==> src/rtl/sobel_cfg_ctrl.sv <==
// Register-side controller for the sobel/FIR/histogram datapath in the pixel clock domain.
// Shadows FIR coefficient writes and commits them as one burst at the vsync rising edge.
module sobel_cfg_ctrl #(
  parameter int COEF_NUM = 16,
  parameter int COEF_W   = 16,
  parameter int BIN_W    = 16,
  parameter int ADDR_W   = 8
) (
  input  logic                        clk,
  input  logic                        rst,
  input  logic                        vs_i,
  input  logic                        axi_wr_strobe_i,
  input  logic [ADDR_W-1:0]           fir_addr_from_axi,
  input  logic [COEF_W-1:0]           fir_coeff_from_axi,
  output logic                        axi_wr_ack_o,
  input  logic                        axi_rd_strobe_i,
  input  logic [ADDR_W-1:0]           hist_addr_from_axi,
  output logic [BIN_W-1:0]            hist_bin_to_axi,
  output logic                        axi_rd_ack_o,
  output logic                        fir_coef_we_o,
  output logic [$clog2(COEF_NUM)-1:0] fir_coef_addr_o,
  output logic [COEF_W-1:0]           fir_coef_data_o,
  input  logic                        hist_busy_i,
  output logic                        hist_rd_en_o,
  output logic [ADDR_W-1:0]           hist_rd_addr_o,
  input  logic [BIN_W-1:0]            hist_rd_data_i,
  output logic                        cfg_pending_o,
  output logic                        addr_err_o
);

  localparam int CAW = $clog2(COEF_NUM);
  localparam logic [ADDR_W:0]  COEF_LIM  = (ADDR_W+1)'(COEF_NUM);
  localparam logic [CAW-1:0]   LAST_IDX  = CAW'(COEF_NUM - 1);

  typedef enum logic [1:0] {W_IDLE, W_COMMIT, W_HOLD} wr_state_t;
  typedef enum logic [1:0] {R_IDLE, R_WAIT, R_ISSUE, R_DATA} rd_state_t;

  wr_state_t           wr_state_r;
  rd_state_t           rd_state_r;
  logic [COEF_W-1:0]   shadow_r [COEF_NUM];
  logic                vs_q_r;
  logic                dirty_r;
  logic                err_r;
  logic                wr_ack_r;
  logic                held_r;
  logic [ADDR_W-1:0]   held_addr_r;
  logic [COEF_W-1:0]   held_data_r;
  logic                we_r;
  logic [CAW-1:0]      caddr_r;
  logic [COEF_W-1:0]   cdata_r;
  logic                rd_ack_r;
  logic                rd_en_r;
  logic [ADDR_W-1:0]   rd_addr_r;
  logic [BIN_W-1:0]    bin_r;

  logic                vs_edge_s;
  logic                wr_accept_s;
  logic                wr_in_range_s;
  logic                held_in_range_s;
  logic [CAW-1:0]      wr_idx_s;
  logic                commit_go_s;
  logic [COEF_W-1:0]   data0_s;

  // Request decode; a strobe in an ack cycle is a protocol violation and is dropped
  always_comb begin
    vs_edge_s       = vs_i & ~vs_q_r;
    wr_accept_s     = axi_wr_strobe_i & ~wr_ack_r;
    wr_in_range_s   = ({1'b0, fir_addr_from_axi} < COEF_LIM);
    held_in_range_s = ({1'b0, held_addr_r} < COEF_LIM);
    wr_idx_s        = fir_addr_from_axi[CAW-1:0];
    if (wr_state_r == W_IDLE) begin
      commit_go_s = vs_edge_s & (dirty_r | (wr_accept_s & wr_in_range_s));
    end else begin
      commit_go_s = 1'b0;
    end
    // A write landing on the same edge as the commit start must reach entry 0
    if (wr_accept_s && wr_in_range_s && (wr_idx_s == '0)) begin
      data0_s = fir_coeff_from_axi;
    end else begin
      data0_s = shadow_r[0];
    end
  end

  // Write FSM: shadow updates, commit burst and writes held across a burst
  always_ff @(posedge clk or posedge rst) begin
    if (rst) begin
      wr_state_r  <= W_IDLE;
      vs_q_r      <= 1'b0;
      dirty_r     <= 1'b0;
      err_r       <= 1'b0;
      wr_ack_r    <= 1'b0;
      held_r      <= 1'b0;
      held_addr_r <= '0;
      held_data_r <= '0;
      we_r        <= 1'b0;
      caddr_r     <= '0;
      cdata_r     <= '0;
      for (int i = 0; i < COEF_NUM; i++) shadow_r[i] <= '0;
    end else begin
      vs_q_r   <= vs_i;
      wr_ack_r <= 1'b0;
      case (wr_state_r)
        W_IDLE: begin
          if (wr_accept_s) begin
            wr_ack_r <= 1'b1;
            if (wr_in_range_s) shadow_r[wr_idx_s] <= fir_coeff_from_axi;
            else err_r <= 1'b1;
          end
          if (commit_go_s) begin
            wr_state_r <= W_COMMIT;
            dirty_r    <= 1'b0;
            we_r       <= 1'b1;
            caddr_r    <= '0;
            cdata_r    <= data0_s;
          end else if (wr_accept_s && wr_in_range_s) begin
            dirty_r <= 1'b1;
          end
        end
        W_COMMIT: begin
          if (wr_accept_s && !held_r) begin
            held_r      <= 1'b1;
            held_addr_r <= fir_addr_from_axi;
            held_data_r <= fir_coeff_from_axi;
          end
          if (caddr_r == LAST_IDX) begin
            we_r    <= 1'b0;
            caddr_r <= '0;
            cdata_r <= '0;
            if (held_r || wr_accept_s) begin
              wr_state_r <= W_HOLD;
              wr_ack_r   <= 1'b1;
            end else begin
              wr_state_r <= W_IDLE;
            end
          end else begin
            caddr_r <= caddr_r + CAW'(1);
            cdata_r <= shadow_r[caddr_r + CAW'(1)];
          end
        end
        W_HOLD: begin
          held_r     <= 1'b0;
          wr_state_r <= W_IDLE;
          if (held_in_range_s) begin
            shadow_r[held_addr_r[CAW-1:0]] <= held_data_r;
            dirty_r <= 1'b1;
          end else begin
            err_r <= 1'b1;
          end
        end
        default: begin
          wr_state_r <= W_IDLE;
          we_r       <= 1'b0;
          held_r     <= 1'b0;
        end
      endcase
    end
  end

  // Read FSM: wait out histogram updates, issue one RAM read, return the bin
  always_ff @(posedge clk or posedge rst) begin
    if (rst) begin
      rd_state_r <= R_IDLE;
      rd_ack_r   <= 1'b0;
      rd_en_r    <= 1'b0;
      rd_addr_r  <= '0;
      bin_r      <= '0;
    end else begin
      rd_ack_r <= 1'b0;
      rd_en_r  <= 1'b0;
      case (rd_state_r)
        R_IDLE: begin
          if (axi_rd_strobe_i) begin
            rd_addr_r  <= hist_addr_from_axi;
            rd_state_r <= R_WAIT;
          end
        end
        R_WAIT: begin
          if (!hist_busy_i) begin
            rd_en_r    <= 1'b1;
            rd_state_r <= R_ISSUE;
          end
        end
        R_ISSUE: begin
          rd_ack_r   <= 1'b1;
          rd_state_r <= R_DATA;
        end
        R_DATA: begin
          bin_r      <= hist_rd_data_i;
          rd_state_r <= R_IDLE;
        end
        default: rd_state_r <= R_IDLE;
      endcase
    end
  end

  // RAM data arrives in the ack cycle itself, so it is passed through until captured
  always_comb begin
    if (rd_state_r == R_DATA) begin
      hist_bin_to_axi = hist_rd_data_i;
    end else begin
      hist_bin_to_axi = bin_r;
    end
  end

  assign axi_wr_ack_o    = wr_ack_r;
  assign axi_rd_ack_o    = rd_ack_r;
  assign fir_coef_we_o   = we_r;
  assign fir_coef_addr_o = caddr_r;
  assign fir_coef_data_o = cdata_r;
  assign hist_rd_en_o    = rd_en_r;
  assign hist_rd_addr_o  = rd_addr_r;
  assign cfg_pending_o   = dirty_r;
  assign addr_err_o      = err_r;

endmodule

==> config.mk <==
export PLATFORM = sky130hd
export DESIGN_NAME = sobel_cfg_ctrl
export DESIGN_NICKNAME = d
export VERILOG_FILES = /design/src/rtl/sobel_cfg_ctrl.sv
export SDC_FILE = /design/constraint.sdc
export NUM_CORES = 1
export LEC_CHECK = 0
export ABC_CLOCK_PERIOD_IN_PS = 34200
export CAP_MARGIN = 20
export CELL_PAD_IN_SITES_DETAIL_PLACEMENT = 1
export CELL_PAD_IN_SITES_GLOBAL_PLACEMENT = 1
export CORE_UTILIZATION = 30
export DETAILED_ROUTE_END_ITERATION = 8
export PLACE_DENSITY_LB_ADDON = 0.1
export REMOVE_ABC_BUFFERS = 1
export SYNTH_ARGS = -nofsm -noshare
export SYNTH_HDL_FRONTEND = slang
export SYNTH_SLANG_ARGS = --single-unit
==> constraint.sdc <==
create_clock -name clk -period 34.2 [get_ports clk]
set_input_delay 6.84 -clock clk [delete_from_list [all_inputs] [get_ports clk]]
set_output_delay 6.84 -clock clk [all_outputs]
set_load 0.02 [all_outputs]
# Word level (Yosys, flattened, before mapping)
# Index checks and enable logic that the tools add are counted.
# word_totals
register_bits	336
in_bits	54
# op_classes
n_addsub	1
reduce_logical	22
n_bitwise	12
eq_ne	17
mux	49
order_cmp	7
# ops
op	n
$mux 256	3
$bwmux 256	2
$pmux 256 s2	1
$demux 16 s4	2
$mux 16	8
$bmux 16 s4	1
$pmux 16 s2	1
$ne 2x2->1 const B	10
$lt 8x5->1 const B	2
$mux 1	16
$ge 5x5->1 const B	3
$not 4->5	3
$reduce_and 2->1	6
$lt 5x1->1 const B	2
$mux 2	5
$mux 4	2
$pmux 1 s2	4
$pmux 2 s4	1
$pmux 4 s2	1
$reduce_and 4->1	2
$eq 2x2->1 const B	3
$reduce_and 3->1	2
$logic_and 1x1->1	5
$add 4x1->4 const B	1
other kinds (13)	22

# Depth between registers and ports, before layout
# Gate-level depths: netlist (run 1).
# logic_depth
ltp_word	9
mapped_depth	8
depth_no_buf	6

# Worst setup path after synthesis (run 1)
# Ideal clock, no wire load.
# synth_timing
path_kind	input port to output port
from	in hist_rd_data_i[0]
to	out hist_bin_to_axi[0]
slack_ns	20.209
stages	1
arrival_time_ns	7.151
t_required_ns	27.360
path_buffers	0
cell_sequence	mux2_2
# synth_between
elab_chain_len	1
# synth_rtl
item	line	rtl
start, declared	26	input logic [BIN_W-1:0] hist_rd_data_i,
$mux 16	--	
end, declared	18	output logic [BIN_W-1:0] hist_bin_to_axi,
# Every way passes these cells.

# Worst setup path after layout (run 1)
# Same ends and word-level chain as after synthesis.

==> summary.txt, run 1 <==
Outcome
  • Status: complete, but fails checks
  • Failing checks: design-rule violations

STA
  • RSZ-0062 raised after global routing: no
  • Post-route minimum period: 14.91 ns
  • Worst Skew: 0.01860 ns
  • Max_slew headroom: 0.2955
  • Worst-margin pin slew: 1.057 ns
  • Final Max Slew Viols: 0
  • Final setup fails: 0
  • Max frequency: 0.06705 GHz
  • Final hold violations: 0
  • Tcrit/Tclk final: 0.4361
  • Fin Setup TNS: 0 ns

Finish
  • Final instance area: 21020 um2
  • Layout Utilization: 0.3555
  • Antenna diode count: 0
  • Nets: 1775
  • Layout area overhead: 16.89%
  • Ratio of cells with drive above 1 in the final layout: 0.1824

Yosys
  • Number of synthesized flops with an enable pin: 0
  • Post-synthesis register bit count: 336
  • Yosys Warn Count: 0
  • Top_reg_cell synth: dfrtp_1
  • Async S/R FF share, synth: 1.000
  • Synth Instances: 1723
  • Synthesized area: 17980 um2
  • Sequential fraction of the synthesis area: 0.4676
  • Mapped Avg Cell Area: 10.44 um2
  • Synth cell types: 50

CTS
  • # hold bufs at CTS: 0
  • Deepest clock path buffer count: 3
  • TritonCTS Buffers: 44
  • CTS tree: yes
  • Root buffer cell: clkbuf_16
  • Post-CTS resize count: 0
  • Clock latency on the worst-skew pair: 0.58 ns
  • CTS clk-pin slew, worst paths: 0.06 ns
  • # clock sinks: 336
  • Post-CTS Setup Bufs: 0
  • CTS H-Tree Depth: 2

Floorplanning
  • Die width: 246.8 um
  • Core footprint: 59130 um2
  • Initial core utilization: 0.3041
  • Total die area: 60930 um2
  • Io pins: 104
  • DIE HEIGHT: 246.8 um
  • Row count: 89

Worst setup path
  • Worst R2R End: fir_coef_data_o[5]
  • R2R cell count: 7
  • CP required: 27.36 ns
  • Worst EP arrival: 8.07 ns
  • R2R setup slack: 30.30 ns
  • CP Class: primary input to primary output
  • Worst setup SP type: primary input
  • Critical Path Fanout Max: 2
  • Critical R2R Launch: fir_coef_addr_o[0]
  • Setup crit end kind: primary output

Global route
  • Number of global-route vias before repair: 15550
  • First-pass GRT wire length: 103.8 mm
  • Initial antenna violation count: 0
  • Grt ovf: 0
  • Largest net degree at the start of global routing: 147
  • Gr usage total: 0.2293

Min path
  • Hold Startpoint: addr_err_o
  • Hold depth: 1
  • Hold Crit Class: register to register
  • Hold EP: addr_err_o

Detailed routing
  • Initial detailed-routing violation count: 995
  • Vias/cell: 5.752
  • Max layer used: met4
  • DRC errors left: 14
  • Final wirelength: 68.58 mm
  • DR pass1 iterations: 7
  • Routed wl met2: 32.95 mm
  • Avg WL per Cell: 27.19 um
  • Via count: 14510
  • M1 WL: 30.51 mm
  • Post-route ant nets: 0
  • WL met3: 2.968 mm

Power and ir drop
  • P_leak: 8.294 nW
  • Power density cells: 73.93 nW/um2
  • Peak supply drop: 0.04791 mV

Place
  • Buffers on Ports: 103
  • HPWL Detailed: 42.28 mm
  • Area after DPL: 19560 um2
  • Routability cong.: 0.7427

Flow run
  • Max cap viols: 0
how the worst max path moves through the flow:
stage / slack, ns / to / start
after floorplan: 18.05 / addr_err_o / rst
after global placement: 19.30 / hist_bin_to_axi[11] / hist_rd_data_i[11]
after detailed placement: 19.28 / hist_bin_to_axi[1] / hist_rd_data_i[1]
after CTS: 19.28 / hist_bin_to_axi[0] / hist_rd_data_i[0]
after global routing: 19.24 / hist_bin_to_axi[0] / hist_rd_data_i[0]
final: 19.29 / hist_bin_to_axi[0] / hist_rd_data_i[0]
kinds of logic after synthesis:
kind of cell / after synthesis / synth area share
AND/OR/NAND/NOR: 415 / 0.1204
multiplexers: 132 / 0.1215
adder cells (fa/ha/maj): 6 / 0.004175
AO/OA/AOI/OAI: 608 / 0.2253
XOR/XNOR: 2 / 0.0009743
flip-flops: 336 / 0.4676
buffers and inverters: 224 / 0.06005
cell usage in the layout (no fill, tap or decap), types with 8 or more instances in the layout:
master	instances
and2_1	33
a22oi_1	257
clkbuf_8	9
nand4_1	14
mux2_2	50
clkdlybuf4s50_1	103
a21oi_1	247
and4b_1	8
buf_4	59
clkbuf_1	12
clkinv_2	8
a211oi_1	15
o2bb2ai_1	17
nand3_1	18
nor2b_1	19
mux4_2	64
nor2_1	245
a21oi_2	40
clkbuf_16	45
dfrtp_1	335
mux2i_1	18
a221o_1	15
nor4b_4	8
nand2_1	38
worst max-delay path: stages:
cell and delay, ns:
clkdlybuf4s50_1 0.41, mux2_2 0.28, clkdlybuf4s50_1 0.55
registers in the layout (all words and copies together), names as in the netlist:
| signal | flops |
|---|---|
| fir_coef_data_o | 16 |
| fir_coef_we_o | 1 |
| addr_err_o | 1 |
| cfg_pending_o | 1 |
| axi_rd_ack_o | 1 |
| hist_rd_en_o | 1 |
| held_data_r | 16 |
| hist_rd_addr_o | 8 |
| bin_r | 16 |
| vs_q_r | 1 |
| shadow_r | 256 |
| held_addr_r | 8 |
| held_r | 1 |
| wr_state_r | 2 |
| rd_state_r | 2 |
| axi_wr_ack_o | 1 |
| fir_coef_addr_o | 4 |
power breakdown:
part           switching [mW]  leakage, nW  internal (mW)
clock network           0.190        0.707          0.276
registers              0.0706         4.51          0.470
logic                   0.322         3.07          0.225
routing by layer:
metal / vias up / track usage
li1: 6346 / -
met1: 7656 / 0.3082
met2: 386 / 0.3743
met3: 119 / 0.03506
met4: 0 / 0.07952
met5: - / 0
synthesized netlist by cell type, types with 2 or more instances:
master | number | share of area
dfrtp_1 | 336 | 0.47
a22oi_1 | 257 | 0.11
a21oi_1 | 248 | 0.069
nor2_1 | 245 | 0.051
clkbuf_1 | 101 | 0.021
buf_2 | 80 | 0.022
mux4_2 | 64 | 0.080
mux2_2 | 50 | 0.031
a21oi_2 | 41 | 0.020
nand2_1 | 38 | 0.0079
and2_1 | 33 | 0.011
nor2b_1 | 19 | 0.0066
mux2i_1 | 18 | 0.010
nand3_1 | 18 | 0.0050
buf_4 | 17 | 0.0071
o2bb2ai_1 | 17 | 0.0083
a211oi_1 | 15 | 0.0063
a221o_1 | 15 | 0.0083
nand4_1 | 14 | 0.0049
buf_6 | 9 | 0.0056
and4b_1 | 8 | 0.0045
nor4b_4 | 8 | 0.011
buf_1 | 6 | 0.0013
clkbuf_2 | 6 | 0.0017
ha_1 | 6 | 0.0042
o21ai_0 | 6 | 0.0017
inv_1 | 5 | 0.0010
nor4bb_1 | 5 | 0.0028
and4bb_2 | 4 | 0.0028
a21o_1 | 3 | 0.0013
nand2b_1 | 3 | 0.0010
nor4_4 | 3 | 0.0035
a22o_1 | 2 | 0.00097
and4_1 | 2 | 0.00097
nand4bb_1 | 2 | 0.0013
nor2_2 | 2 | 0.00070
nor3_1 | 2 | 0.00056
o21bai_1 | 2 | 0.00083
xor2_1 | 2 | 0.00097
cell type report:
type,count,area [um2]
Multi-Input combinational cell,1163,8657
Sequential cell,336,8412
Clock inverter,14,133.9
Timing Repair Buffer,165,1529
Clock buffer,66,1295
Fill cell,6416,38110
Tap cell,773,967.2
Inverter,5,26.28
through the flow:
stage | setup WS (ns) | power [mW] | std cells | hold WS (ns)
final | 19.29 | 1.554 | 2522 | 0.4817
after global routing | 19.24 | 1.630 | 2522 | 0.5081
after CTS | 19.28 | 1.575 | 2520 | 0.4909
after detailed placement | 19.28 | 1.099 | 2440 | 0.4737
after global placement | 19.30 | 1.088 | 2440 | 0.4654
after floorplan | 18.05 | 0.8526 | 1504 | 0.4516
Power figures use the tool's default switching activity.
==> run 2: changes to the inputs <==
--- a/config.mk
+++ b/config.mk
@@ -5,7 +5,7 @@
 export SDC_FILE = /design/constraint.sdc
 export NUM_CORES = 1
 export LEC_CHECK = 0
-export ABC_CLOCK_PERIOD_IN_PS = 34200
+export ABC_CLOCK_PERIOD_IN_PS = 15050
 export CAP_MARGIN = 20
 export CELL_PAD_IN_SITES_DETAIL_PLACEMENT = 1
 export CELL_PAD_IN_SITES_GLOBAL_PLACEMENT = 1
==> constraint.sdc (replaced) <==
create_clock -name clk -period 15.05 [get_ports clk]
set_input_delay 3.01 -clock clk [delete_from_list [all_inputs] [get_ports clk]]
set_output_delay 3.01 -clock clk [all_outputs]
set_load 0.02 [all_outputs]
==> summary.txt, run 2 (same netlist as run 1, synthesis figures left out) <==
Detailed routing
  • DR pass1 iterations: 7 (unchanged)
  • DRC errors left: 14 (unchanged)
  • Via count: 14520 (+0.076%)
  • Vias/cell: 5.752 (about the same)
  • Initial detailed-routing violation count: 985 (-1.0%)
  • Final wirelength: 67.87 mm (-1.0%)
  • Post-route ant nets: 0 (unchanged)
  • Avg WL per Cell: 26.89 um (-1.1%)

Worst setup path
  • CP Class: primary input to primary output
  • CP required: 12.04 ns (-15.32 ns)
  • Critical Path Fanout Max: 2 (unchanged)
  • Worst EP arrival: 4.24 ns (-3.83 ns)
  • Worst setup SP type: primary input
  • Setup crit end kind: primary output

CTS
  • Root buffer cell: clkbuf_16
  • # hold bufs at CTS: 0 (unchanged)
  • CTS tree: yes
  • Deepest clock path buffer count: 3 (unchanged)
  • Clock latency on the worst-skew pair: 0.59 ns (about the same)
  • CTS clk-pin slew, worst paths: 0.06 ns (about the same)
  • CTS H-Tree Depth: 2 (unchanged)
  • Post-CTS resize count: 0 (unchanged)
  • Post-CTS Setup Bufs: 0 (unchanged)
  • TritonCTS Buffers: 44 (unchanged)
  • # clock sinks: 336 (unchanged)

Power and ir drop
  • Power density cells: 167.1 nW/um2 (+130%)
  • Peak supply drop: 0.1001 mV (+110%)
  • P_leak: 8.305 nW (+0.14%)
  • Pwr Total: 3.511 mW (+130%)

Finish
  • Largest register FFs: 256 (unchanged)
  • Nets: 1778 (+0.17%)
  • Commonest non-fill, non-tap cell in the layout: dfrtp_1
  • Antenna diode count: 0 (unchanged)
  • Biggest register: shadow_r
  • Ratio of cells with drive above 1 in the final layout: 0.1850 (+0.002647)
  • Layout Utilization: 0.3554 (about the same)
  • Layout area overhead: 16.86% (about the same)
  • Commonest non-fill, non-tap cells in the layout: dfrtp_1, a22oi_1, a21oi_1

STA
  • Worst-margin pin slew: 0.9779 ns (-0.07881 ns)
  • Max frequency: 0.1378 GHz
  • Fin Setup TNS: 0 ns (unchanged)
  • Final hold violations: 0 (unchanged)
  • Final Max Slew Viols: 0 (unchanged)
  • Tcrit/Tclk final: 0.4820
  • RSZ-0062 raised after global routing: no
  • Worst hold slack: 0.4865 ns (+0.004787 ns)
  • Post-route minimum period: 7.254 ns
  • Final WS setup: 7.796 ns (-11.49 ns)
  • Final setup fails: 0 (unchanged)
  • Max_slew headroom: 0.3466 (+0.05108)
  • Worst Skew: 0.01703 ns (-0.001570 ns)

Floorplanning
  • Initial core utilization: 0.3041 (unchanged)
  • Core footprint: 59130 um2 (unchanged)
  • Io pins: 104 (unchanged)
  • Row count: 89 (unchanged)
  • DIE HEIGHT: 246.8 um (unchanged)
  • Die width: 246.8 um (unchanged)
  • Total die area: 60930 um2 (unchanged)

Flow run
  • Max cap viols: 0 (unchanged)

Global route
  • Number of global-route vias before repair: 15520 (-0.17%)
  • Largest net degree at the start of global routing: 120 (-18%)
  • Gr usage total: 0.2286 (-0.0007092)
  • First-pass GRT wire length: 104.1 mm (+0.33%)
  • Grt ovf: 0 (unchanged)
  • Initial antenna violation count: 0 (unchanged)

Outcome
  • Status: complete, but fails checks
  • Failing checks: design-rule violations

Place
  • Buffers on Ports: 103 (unchanged)
  • Post-Place Worst Slack: 7.788 ns (-11.50 ns)
  • HPWL Detailed: 42.07 mm (-0.50%)
  • Routability cong.: 0.7512 (+1.1%)

Min path
  • Hold Crit Class: register to register
run 2: cell count changes in the layout (fill, tap and decap cells not counted), sizes merged:
cell      previous run  this run
clkbuf              66        64
clkinvlp             1         0
inv                  8         7
clkinv               8        12
bufinv               2         1
buf                 62        65
run 2: final timing paths:
path | startpoint | end | slack (ns) | cells past startpoint
min in group asynchronous | rst | hist_rd_addr_o[6] | 2.97 | 2
worst min-delay path | addr_err_o | addr_err_o | 0.49 | 1
worst max register to register | fir_coef_addr_o[0] | fir_coef_data_o[8] | 11.30 | 7
worst max-delay path | hist_rd_data_i[4] | hist_bin_to_axi[4] | 7.80 | 3
worst min register to register | addr_err_o | addr_err_o | 0.49 | 1
max in group asynchronous | rst | fir_coef_addr_o[0] | 10.52 | 3
run 2: metrics by stage:
stage               instances  instance area [um2]
floorplan                1504                16920
global placement         2443                19570
detailed placement       2443                19570
CTS                      2522                20980
global route             2524                21010
finish                   2524                21010
run 2: layout make-up:
cell class              instances  area, um2
inverters                       5      26.28
clock buffers                  64       1297
flip-flops and latches        336       8412
fillers                      6421      38120
clock inverters                15      111.4
well taps                     773      967.2
repair buffers                168       1543
multi-input cells            1163       8657
run 2: critical path, cell delays in order:
cell and delay (ns):
clkdlybuf4s50_1 0.41, mux2_2 0.28, clkdlybuf4s50_1 0.55
run 2: where the power goes:
group	internal, mW	total [mW]	switching [mW]
registers	1.07	1.23	0.159
clock network	0.614	1.05	0.436
logic	0.511	1.23	0.722
run 2: layer usage:
layer	wire, um	global-route usage	vias to the layer above	share of wire
li1	-	-	6348	-
met1	30520	0.3108	7705	0.45
met2	32920	0.3799	367	0.49
met3	2845	0.02637	98	0.042
met4	1588	0.06954	0	0.023
met5	0	0	-	0
==> edit 1: new RTL, config.mk and constraints of run 2 <==
Put one more register stage on the output `addr_err_o`, with the module's reset. The value now appears one clock later. The other outputs are not delayed to match.
--- a/src/rtl/sobel_cfg_ctrl.sv
+++ b/src/rtl/sobel_cfg_ctrl.sv
@@ -210,7 +210,13 @@
   assign hist_rd_en_o    = rd_en_r;
   assign hist_rd_addr_o  = rd_addr_r;
   assign cfg_pending_o   = dirty_r;
-  assign addr_err_o      = err_r;
+  always_ff @(posedge clk or posedge rst) begin
+    if (rst) begin
+      addr_err_o <= '0;
+    end else begin
+      addr_err_o <= err_r;
+    end
+  end
 
 endmodule
 
Function: changed (a bounded check fails within 4 cycles, from zero or initial values and one cycle with rst high).
==> edit 1 against run 2 <==
  * Design area down 1.9%
  * Area after synthesis is 1.6% lower
  * Sequential cell count grew 1
  * Routed wire length fell by 7.4%
  * Power is 4.9% lower
  * Setup slack lost 0.014 ns
  * Non-clock buffer count shrank 13
  * Register-to-register slack better by 0.12 ns
  * Sequential share of layout area grew 0.88 points
  * Largest cell class is now flip-flops and latches
  * Highest routed layer unchanged
==> edit 1: results (changes against run 2) <==
[drt]
dr.pass1.iters=5  ; was 7
routed_via_density=5.70  ; was 5.75
drt_iter0_markers=1007  ; was 985
routedWlPerCell_um=25.6  ; was 26.9 um
num_vias=14000  ; was 14.5k

[synth]
synth.distinct_cells=48  ; was 50
synth_compound_area_share_pct=21.2  ; was 22.5%
yosysSeqAreaShare_pct=47.7  ; was 46.8%
synthMuxAreaShare_pct=13.5  ; was 12.1%
ys_warn_count=0  ; unchanged
synthAdderAreaFrac_pct=0.424  ; was 0.417%
synth_xor_area_share_pct=0.141  ; was 0.0974%
synth_common_cells=dfrtp_1, a21oi_1, a22oi_1  ; was dfrtp_1, a22oi_1, a21oi_1
yosys-top-cells-area=dfrtp_1, a22oi_1, mux4_2, a21oi_1, nor2_1  ; unchanged
syn_inst=1674  ; was 1723

[power_and_ir_drop]
leakagePower_uw=0.00814  ; was 0.00831 uW
vdd_drop_max_mv=0.120  ; was 0.100 mV
p_switching_uw=1180  ; was 1320 uW

[run_status]
outcome=completed  ; was finished with violations

[sta]
clock_skew_ns=0.0156  ; was 0.0170 ns
finalCritPeriodShare_pct=48.3  ; was 48.2%
worst-slew-pin-transition_ns=1.15  ; was 0.978 ns

[placement]
dp_slack_ns=7.79  ; about the same
place_congestion=0.758  ; was 0.751
dpl.hpwl_mm=40.9  ; was 42.1 mm
placedCellCount=2376  ; was 2443

[global_route]
grt_max_degree=153  ; was 120
grt_pass1_vias=14700  ; was 15.5k
grt_pass1_wl_mm=97.8  ; was 104 mm
track_usage_pct=21.4  ; was 22.9%
antenna_found_initial=1  ; was 0

[setup_path]
reg2reg_depth=5  ; was 7
critPathMaxStageDelay_ns=0.56
worstSetupEndpoint=hist_bin_to_axi[15]  ; was hist_bin_to_axi[4]
crit_fanout=2  ; unchanged
reg2reg_to=fir_coef_data_o[10]  ; was fir_coef_data_o[8]
cp_data_arrival_time_ns=4.26  ; was 4.24 ns
cp-startpoint=hist_rd_data_i[15]  ; was hist_rd_data_i[4]
rrSetupSlack_ns=11.42  ; was 11.30 ns
crit_path_top_delay_cell=clkdlybuf4s50_1  ; unchanged

[clocking]
cts_made_buffers=43  ; was 44
clkTransAtPathRegs_ns=0.05
cts_max_level=2  ; unchanged
cts_resized=0  ; unchanged
clk-insertion-delay-late_ns=0.58

[final_layout]
top_register=shadow_r  ; unchanged
drive_gt1_share_pct=16.4  ; was 18.5%
fillers=6335  ; was 6421
antenna_cells=0  ; unchanged

## edit 1: cell families (layout without fill, tap and decap cells)
group | Yosys count | in the layout
AOI/OAI and AO/OA | 578 | 578
and+or+nand+nor | 400 | 400
DFF | 337 | 337
buffers and inverters | 219 | 236
muxes | 132 | 132
adders and majority gates | 6 | 6
xor gates and xnor gates | 2 | 2
## edit 1: power by group through the flow
| stage | combinational (uW) | clock (uW) | sequential [uW] |
|---|---|---|---|
| CTS | 1120 | 1040 | 1230 |
| detailed placement | 1120 | 0 | 1240 |
| finish | 1100 | 1010 | 1220 |
| global placement | 1100 | 0 | 1240 |
| global route | 1190 | 1070 | 1250 |
| floorplan | 604 | 0 | 1260 |
## edit 1: metrics by stage
| stage | area (sq um) | total power (uW) |
|---|---|---|
| 2_1_floorplan | 16700 | 1860 |
| 3_3_place_gp | 19200 | 2340 |
| 3_5_place_dp | 19200 | 2360 |
| 4_1_cts | 20600 | 3390 |
| 5_1_grt | 20600 | 3510 |
| 6_report | 20600 | 3340 |
## edit 1: final cells by class
class / count / area (sq um) / share of cell area [%]
sequential: 337 / 8440 / 40.9
multi-input combinational: 1118 / 8400 / 40.8
timing repair buffer: 155 / 1450 / 7.04
tap: 765 / 957 / 4.64
inverter: 5 / 26.3 / 0.127
clock buffer: 75 / 1340 / 6.49
clock inverter: 1 / 5.00 / 0.0243
## edit 1: worst max-delay path: cells and delay by family
family / cells / cell delay, ns
buffers and inverters: 2 / 0.97
multiplexers: 1 / 0.28
## edit 1: how the worst min path moves through the flow
stage               slack (ns)         end   from  depth (start not counted)
floorplan                 0.35  addr_err_o  err_r                          0
global placement          0.36  addr_err_o  err_r                          0
detailed placement        0.38  addr_err_o  err_r                          0
CTS                       0.39  addr_err_o  err_r                          0
global route              0.40  addr_err_o  err_r                          0
finish                    0.39  addr_err_o  err_r                          0
## edit 1: per-layer routing
layer	track usage (%)	up-vias	routed length [um]
li1	-	6190	-
met1	31.5	7428	30600
met2	32.8	304	28600
met3	2.97	83	2460
met4	5.35	0	1230
met5	0	-	0
==> edit 2: new RTL, flow settings as in run 2 <==
Without the edit above. The parameter `COEF_NUM` goes from 16 to 32.
--- a/src/rtl/sobel_cfg_ctrl.sv
+++ b/src/rtl/sobel_cfg_ctrl.sv
@@ -1,7 +1,7 @@
 // Register-side controller for the sobel/FIR/histogram datapath in the pixel clock domain.
 // Shadows FIR coefficient writes and commits them as one burst at the vsync rising edge.
 module sobel_cfg_ctrl #(
-  parameter int COEF_NUM = 16,
+  parameter int COEF_NUM = 32,
   parameter int COEF_W   = 16,
   parameter int BIN_W    = 16,
   parameter int ADDR_W   = 8
Interface: changed (resized fir_coef_addr_o); port bits go from 104 to 105. No check against the original RTL was run, so the function may have changed too.
==> edit 2 against run 2 <==
  * Sequential cell count grew 257
  * Area after synthesis grew 77%
  * Design area grew 74%
  * Power grew 67%
  * Synthesized cell count grew 53%
  * Setup slack lost 0.0017 ns
  * Routed wire length grew 100%
  * Core utilization shrank 0.75 points
  * Critical endpoint is now hist_bin_to_axi[13]
  * Largest power group is now combinational logic
==> edit 2: results (changes against run 2) <==
[setup_path]
cp-startpoint=hist_rd_data_i[13]  ; was hist_rd_data_i[4]
reg2reg_depth=8  ; was 7
reg2reg_to=fir_coef_data_o[5]  ; was fir_coef_data_o[8]
worstSetupEndpoint=hist_bin_to_axi[13]  ; was hist_bin_to_axi[4]
cp_data_arrival_time_ns=4.25  ; was 4.24 ns
crit_path_top_delay_cell=clkdlybuf4s50_1  ; unchanged

[final_layout]
fillers=11200  ; was 6421
inverters=8  ; was 5
buf_share_pct=4.68  ; was 7.34%
multi_input_area_share_pct=42.7  ; was 41.2%
largest_reg_flops=512  ; was 256
final_nets=2651  ; was 1778
antenna_cells=2  ; was 0
buffers=183  ; was 168
area_share_clock_buf_inv_pct=7.19  ; was 6.70%
clock_buffers=119  ; was 64
ff_latch_area_sq_mm=0.0148  ; was 0.00841 sq mm
drive_gt1_share_pct=31.6  ; was 18.5%
num-multi-input-gates=1726  ; was 1163

[sta]
worst_slack_ns=7.79  ; was 7.80 ns
holdWs_ns=0.459  ; was 0.486 ns
clock_skew_ns=0.0288  ; was 0.0170 ns
worst-slew-pin-transition_ns=1.07  ; was 0.978 ns

[clocking]
post-cts-setup-buffer-count=0  ; unchanged
clk-insertion-delay-late_ns=0.65  ; was 0.59 ns
cts_resized=0  ; unchanged
cts_max_level=3  ; was 2

[global_route]
track_usage_pct=25.5  ; was 22.9%
grt_pass1_vias=26200  ; was 15.5k
antenna_found_initial=4  ; was 0
grt_pass1_wl_mm=198  ; was 104 mm
grt_max_degree=166  ; was 120

[synth]
synth.distinct_cells=51  ; was 50
synth_common_cells=dfrtp_1, o22ai_1, mux2_2  ; was dfrtp_1, a22oi_1, a21oi_1
yosys-top-cells-area=dfrtp_1, mux2_2, o22ai_1, mux4_2, mux2_1  ; was dfrtp_1, a22oi_1, mux4_2, a21oi_1, nor2_1
ys_ff_latch=593  ; was 336

[drt]
routed_via_density=6.09  ; was 5.75
dr.pass1.iters=5  ; was 7
drt_iter0_markers=2091  ; was 985
drc=0  ; was 14

[power_and_ir_drop]
leakagePower_uw=0.0113  ; was 0.00831 uW
internal_power_uw=3640  ; was 2190 uW
report.power.total_uw=5850  ; was 3510 uW
pg_clk_uw=1940  ; was 1050 uW

[placement]
place_congestion=0.851  ; was 0.751
dpl.hpwl_mm=80.6  ; was 42.1 mm
port_buffers=104  ; was 103
placed_area_sq_mm=0.0339  ; was 0.0196 sq mm

[min_path]
min_path_type=reg2reg  ; unchanged

[run_status]
outcome=completed  ; was finished with violations

[floorplanning]
row_count=119  ; was 89

-- edit 2: through the flow --
step | std cells | utilization [%]
2_1_floorplan | 2327 | -
4_1_cts | 4039 | 34.7
3_5_place_dp | 3898 | 32.2
6_report | 4044 | 34.8
5_1_grt | 4043 | 34.8
3_3_place_gp | 3895 | 32.2
-- edit 2: kinds of logic (layout without fill, tap and decap cells) --
kind of cell / after synthesis / after routing / synth area share [%]
adders and majority gates: 7 / 7 / 0.276
other: 0 / 2 / 0
xor gates and xnor gates: 4 / 4 / 0.110
muxes: 696 / 696 / 29.1
DFF: 593 / 593 / 46.7
buffers and inverters: 310 / 332 / 4.46
and+or+nand+nor: 394 / 394 / 6.26
AOI/OAI and AO/OA: 625 / 625 / 13.1
-- edit 2: metal layers --
metal | part of all wire, % | up-vias | global-route usage, %
li1 | - | 10100 | -
met4 | 4.1 | 4 | 10.2
met3 | 6.3 | 233 | 4.83
met1 | 45 | 13300 | 35.5
met5 | 0.018 | - | 0
met2 | 45 | 988 | 38.8
